**src/rtl/ttl_counter_pkg.sv**
```systemverilog
// Shared definitions for the ttl_updown_counter_n family: direction constants,
// the per-edge action encoding and the saturating parallel-load helper.
package ttl_counter_pkg;

    localparam logic DIR_UP   = 1'b1;
    localparam logic DIR_DOWN = 1'b0;

    typedef enum logic [1:0] {
        CNT_CLR  = 2'd0,
        CNT_LOAD = 2'd1,
        CNT_STEP = 2'd2,
        CNT_HOLD = 2'd3
    } cnt_action_e;

    // Operands are zero-extended to 33 bits so any WIDTH up to 32 fits, including MODULUS==2**32.
    function automatic logic [32:0] sat_load(input logic [32:0] d_val, input logic [32:0] modulus);
        logic [32:0] max_val;
        max_val = modulus - 33'd1;
        if (d_val <= max_val) begin
            return d_val;
        end else begin
            return max_val;
        end
    endfunction

endpackage

```
**src/rtl/ttl_counter_next.sv**
```systemverilog
// Combinational next-step value and wrap flag for the modulo up/down counter.
module ttl_counter_next
    import ttl_counter_pkg::*;
#(
    parameter int              WIDTH   = 4,
    parameter longint unsigned MODULUS = 64'd1 << WIDTH
) (
    input  logic [WIDTH-1:0] q,
    input  logic             up,
    output logic [WIDTH-1:0] q_step,
    output logic             wrap
);

    localparam logic [WIDTH:0] MOD_MAX  = (WIDTH+1)'(MODULUS - 64'd1);
    localparam logic [WIDTH:0] STEP_ONE = (WIDTH+1)'(1);

    logic [WIDTH:0] q_ext_s;
    logic [WIDTH:0] step_s;
    logic           step_unused_s;

    // Step one position in the selected direction, wrapping inside 0..MODULUS-1.
    always_comb begin
        q_ext_s = {1'b0, q};
        step_s  = q_ext_s;
        wrap    = 1'b0;
        if (up == DIR_UP) begin
            if (q_ext_s == MOD_MAX) begin
                step_s = '0;
                wrap   = 1'b1;
            end else begin
                step_s = q_ext_s + STEP_ONE;
                wrap   = 1'b0;
            end
        end else begin
            if (q_ext_s == '0) begin
                step_s = MOD_MAX;
                wrap   = 1'b1;
            end else begin
                step_s = q_ext_s - STEP_ONE;
                wrap   = 1'b0;
            end
        end
    end

    assign q_step        = step_s[WIDTH-1:0];
    assign step_unused_s = step_s[WIDTH];

endmodule

```
**src/rtl/ttl_updown_counter_n.sv**
```systemverilog
// Parametrised synchronous modulo up/down counter with saturating load and cascade carry.
// Optional compare/match output enabled by defining TTL_COUNTER_MATCH_EN.
module ttl_updown_counter_n
    import ttl_counter_pkg::*;
#(
    parameter int              WIDTH   = 4,
    parameter longint unsigned MODULUS = 64'd1 << WIDTH
) (
    input  logic             clock,
    input  logic             clr,
    input  logic             load,
    input  logic             ent,
    input  logic             enp,
    input  logic             up,
    input  logic [WIDTH-1:0] d,
`ifdef TTL_COUNTER_MATCH_EN
    input  logic [WIDTH-1:0] cmp,
    output logic             match,
`endif
    output logic [WIDTH-1:0] q,
    output logic             rco,
    output logic             tc_pulse
);

    if (WIDTH < 1 || WIDTH > 32) begin : g_bad_width
        $error("ttl_updown_counter_n: WIDTH must be in 1..32");
    end
    if (MODULUS < 64'd2 || MODULUS > (64'd1 << WIDTH)) begin : g_bad_modulus
        $error("ttl_updown_counter_n: MODULUS must be in 2..2**WIDTH");
    end

    logic [WIDTH-1:0] q_q, q_d;
    logic             tc_pulse_q, tc_pulse_d;
    logic [WIDTH-1:0] q_step_s;
    logic             term_s;
    cnt_action_e      action_s;
    logic [32:0]      d_ext_s;
    logic [32:0]      sat_full_s;
    logic [WIDTH-1:0] load_val_s;
    logic             sat_unused_s;

    ttl_counter_next #(
        .WIDTH   (WIDTH),
        .MODULUS (MODULUS)
    ) u_next (
        .q      (q_q),
        .up     (up),
        .q_step (q_step_s),
        .wrap   (term_s)
    );

    // Out-of-range load values clamp to MODULUS-1 so q never leaves its range.
    always_comb begin
        d_ext_s      = {{(33-WIDTH){1'b0}}, d};
        sat_full_s   = sat_load(d_ext_s, 33'(MODULUS));
        load_val_s   = sat_full_s[WIDTH-1:0];
        sat_unused_s = ^sat_full_s[32:WIDTH];
    end

    // Edge priority: clear, then active-low load, then count, then hold.
    always_comb begin
        if (clr) begin
            action_s = CNT_CLR;
        end else if (!load) begin
            action_s = CNT_LOAD;
        end else if (ent && enp) begin
            action_s = CNT_STEP;
        end else begin
            action_s = CNT_HOLD;
        end
    end

    // Next count and wrap pulse for the selected action.
    always_comb begin
        q_d        = q_q;
        tc_pulse_d = 1'b0;
        case (action_s)
            CNT_CLR: begin
                q_d        = '0;
                tc_pulse_d = 1'b0;
            end
            CNT_LOAD: begin
                q_d        = load_val_s;
                tc_pulse_d = 1'b0;
            end
            CNT_STEP: begin
                q_d        = q_step_s;
                tc_pulse_d = term_s;
            end
            CNT_HOLD: begin
                q_d        = q_q;
                tc_pulse_d = 1'b0;
            end
            default: begin
                q_d        = q_q;
                tc_pulse_d = 1'b0;
            end
        endcase
    end

    // Count and pulse registers with synchronous clear.
    always_ff @(posedge clock) begin
        if (clr) begin
            q_q        <= '0;
            tc_pulse_q <= 1'b0;
        end else begin
            q_q        <= q_d;
            tc_pulse_q <= tc_pulse_d;
        end
    end

`ifdef TTL_COUNTER_MATCH_EN
    logic match_q, match_d;

    // q_d is always in range, so a cmp at or above MODULUS can never match.
    always_comb begin
        match_d = (q_d == cmp);
    end

    // Match register compares against the value q takes at this edge.
    always_ff @(posedge clock) begin
        if (clr) begin
            match_q <= (cmp == '0);
        end else begin
            match_q <= match_d;
        end
    end

    assign match = match_q;
`endif

    assign q        = q_q;
    assign tc_pulse = tc_pulse_q;
    assign rco      = ent & term_s;

endmodule

```
**config.mk**
```make
export PLATFORM = sky130hd
export DESIGN_NAME = ttl_updown_counter_n
export DESIGN_NICKNAME = d
export VERILOG_FILES = /design/src/rtl/ttl_counter_pkg.sv /design/src/rtl/ttl_counter_next.sv /design/src/rtl/ttl_updown_counter_n.sv
export SDC_FILE = /design/constraint.sdc
export NUM_CORES = 1
export LEC_CHECK = 0
export ABC_AREA = 1
export CORE_AREA = 5 5 42 44
export DETAILED_ROUTE_END_ITERATION = 16
export DIE_AREA = 0 0 47 49
export PLACE_DENSITY_LB_ADDON = 0.3
export SLEW_MARGIN = 20
export SYNTH_ARGS = -nofsm -noshare
export SYNTH_HDL_FRONTEND = slang
export SYNTH_SLANG_ARGS = --single-unit
```
**constraint.sdc**
```tcl
create_clock -name clock -period 1.55 [get_ports clock]
set_clock_uncertainty 0.05 [all_clocks]
set_input_delay 0.3875 -clock clock [delete_from_list [all_inputs] [get_ports clock]]
set_output_delay 0.3875 -clock clock [all_outputs]
set_load 0.05 [all_outputs]
```
==> flow_metrics.env <==
export IMPL_grt_max_degree=10
export IMPL_timing_rr_end="q[0]$_SDFFE_PP0N_"
export IMPL_cts_root_buf="clkbuf_4"
export IMPL_grt_usage_pct=11.27
export IMPL_dr_pass1_iters=4
export IMPL_setup_viol=1
export IMPL_synth_compound_area_share_pct=8.917
export IMPL_layout_min_cycle_time_ns=1.702
export IMPL_syn_area_sq_um=392.9
export IMPL_r2r_start="q[1]$_SDFFE_PP0N_"
export IMPL_synth_simple_area_share_pct=44.27
export IMPL_final_cells=100
export IMPL_cts_sinks=5
export IMPL_top_usage_layer="met2"
export IMPL_synth_fp_nets=71
export IMPL_finalSetupTns_ns=-0.1522
export IMPL_setup_slack_ns=-0.1522
export IMPL_path_max_fanout=3
export IMPL_numCtsBuffers=3
export IMPL_grt_overflow=0
export IMPL_tritoncts="built"
export IMPL_hold_path_class="reg -> reg"
export IMPL_drc_errors=0
export IMPL_reg2reg_slack_ns=0.32
export IMPL_ys_types=17
export IMPL_worstHoldEndpoint="q[1]$_SDFFE_PP0N_"
export IMPL_final_cell_mix="20 x nand2_1, 8 x nand3_1, 8 x clkdlybuf4s50_1, 7 x buf_4, 6 x buf_12"
export IMPL_reg2reg_depth=5
export IMPL_vias=475
export IMPL_num_rows=14
export IMPL_nNetsFinal=97
export IMPL_powerDensity_nw_per_um2=705.5
export IMPL_post_cts_repair_setup_buffers=0
export IMPL_rsz0062_at_grt="yes"
export IMPL_drv_cap=0
export IMPL_antenna_found_initial=0
export IMPL_final_max_slew_viol_count=0
export IMPL_dieHeight_microns=49
export IMPL_finalCritPeriodShare_pct=109.8
export IMPL_coreArea_sq_um=1401
export IMPL_routedWlPerCell_microns=11.40
export IMPL_dp_cells=96
export IMPL_synthToLayoutAreaGrowth_pct=89.81
export IMPL_ys_seq_area_share_pct=25.48
export IMPL_grt_pass1_wl_mm=1.945
export IMPL_end_kind="output pin"
export IMPL_drive_gt1_share_pct=36.90
export IMPL_p_leak_nw=0.3202
export IMPL_crit_arrival_ns=1.26
export IMPL_synth_top_family_by_area="simple AND/OR/NAND/NOR gates"
export IMPL_worstMarginPinSlew_ns=0.1800
export IMPL_grtUsageMet1_pct=13.41
export IMPL_max_freq_ghz=0.5875
export IMPL_use_met2_pct=19.68
export IMPL_avgSynthCellArea_sq_um=6.659
export IMPL_status="finished, violations left"
export IMPL_grt_pass1_vias=467
export IMPL_gp_congestion=0.8091
export IMPL_relSlewSlack_pct=87.95
export IMPL_final_common_cell="nand2_1"
export IMPL_worstSetupStartpointType="flop"
export IMPL_die_area_sq_um=2303
export IMPL_clk_insertion_delay_late_ns=0.24
export IMPL_netlist_instances=59
export IMPL_routed_wl_mm=1.140
export IMPL_clkTransAtPathRegs_ns=0.05
export IMPL_grt_util_met3_pct=2.214
export IMPL_critPathKind="reg -> out"
export IMPL_p_total_uw=526.1
export IMPL_place_hpwl_microns=895.2
export IMPL_hold_viol_final=0
export IMPL_num_io_pins=16
export IMPL_via_per_inst=4.750
export IMPL_drtAntennaViolNets=0
export IMPL_antenna_cells=0
export IMPL_hold_depth=2
export IMPL_min_from="q[1]$_SDFFE_PP0N_"
export IMPL_die_w_microns=47
export IMPL_synth_fa_ha_area_share_pct=6.369
export IMPL_ys_ff_latch=5
export IMPL_synth_xor_area_share_pct=4.459
export IMPL_synth_area_mux_share_pct=0
export IMPL_clk_path_buf_depth=2
export IMPL_htree_levels=1
export IMPL_ir_drop_v=0.0004514
export IMPL_failed_checks="setup timing"
export IMPL_drt_iter0_drc=5
export IMPL_port_buffers=15
export IMPL_start_util_pct=28.04
export IMPL_yosysWarnings=0
export IMPL_worstPathRequired_ns=1.11
==> metal layers <==
layer | vias up | part of all wire, % | wire length, microns
met5 | - | 0 | 0
met4 | 0 | 2.0 | 23
met3 | 4 | 4.4 | 50
met2 | 14 | 53 | 605
met1 | 212 | 40 | 461
li1 | 245 | - | -
==> worst max-delay path, cell delays in order, from the launching register on <==
cell      delay, ns
dfxtp_4        0.37
ha_4           0.14
nand4_1        0.17
a21boi_4       0.19
buf_12         0.15
==> power breakdown <==
group	switching, mW	internal, mW	total (mW)
clock network	0.0552	0.0975	0.153
logic	0.104	0.111	0.215
registers	0.0201	0.138	0.158
total	0.179	0.347	0.526
==> how the worst max path moves through the flow <==
stage,to,startpoint,cells after the start,slack (ns)
2_1_floorplan,rco,q[0]$_SDFFE_PP0N_,3,-0.06
3_3_place_gp,rco,up,4,-0.31
3_5_place_dp,rco,up,4,-0.33
4_1_cts,rco,q[0]$_SDFFE_PP0N_,4,-0.19
5_1_grt,rco,q[0]$_SDFFE_PP0N_,4,-0.22
6_report,rco,q[1]$_SDFFE_PP0N_,4,-0.15
==> timing repair <==
action | in CTS | in global routing
pin swaps | 3 | 2
endpoints found under the setup margin | 1 | 1
hold buffers | 0 | 0
hold endpoints to repair | 0 | 0
gates resized for setup | 1 | 4
==> through the flow <==
| step | util (%) | cell area (sq um) | worst slack [ns] | hold slack [ns] |
|---|---|---|---|---|
| 6_report | 53.21 | 745.7 | -0.1522 | 0.5555 |
| 5_1_grt | 53.21 | 745.7 | -0.2187 | 0.5871 |
| 4_1_cts | 51.79 | 725.7 | -0.1853 | 0.5143 |
| 3_5_place_dp | 50.00 | 700.7 | -0.3309 | 0.5053 |
| 3_3_place_gp | 50.00 | 700.7 | -0.3135 | 0.4973 |
| 2_1_floorplan | - | 429.2 | -0.05651 | 0.4631 |
==> Yosys cell counts, drive strengths merged <==
cell type	instances	area, sq um
o211ai	2	15.01
nand3	9	50.05
nand2	20	75.07
xnor2	1	8.760
o21ai	1	5.000
xor2	1	8.760
nor2	3	23.77
nand4	3	18.77
dfxtp	5	100.1
inv	8	30.03
or2	1	6.260
buf	1	11.26
ha	2	25.02
a21boi	2	15.01
==> logic make-up after synthesis <==
group                      after synthesis
and+or+nand+nor                         36
buffers and inverters                    9
AOI/OAI and AO/OA                        5
DFF                                      5
xor gates and xnor gates                 2
adders and majority gates                2
==> registers in the layout, indices dropped and copies added, names as in the netlist <==
signal / cells
tc_pulse: 1
q: 4
==> area by class of cell <==
| class | instances | area, sq um |
|---|---|---|
| Fill cell | 144 | 655.6 |
| Clock buffer | 4 | 26.28 |
| Tap cell | 16 | 20.02 |
| Timing Repair Buffer | 22 | 261.5 |
| Sequential cell | 5 | 112.6 |
| Inverter | 8 | 30.03 |
| Multi-Input combinational cell | 45 | 295.3 |
No activity file was read; power rests on OpenSTA's default activity.
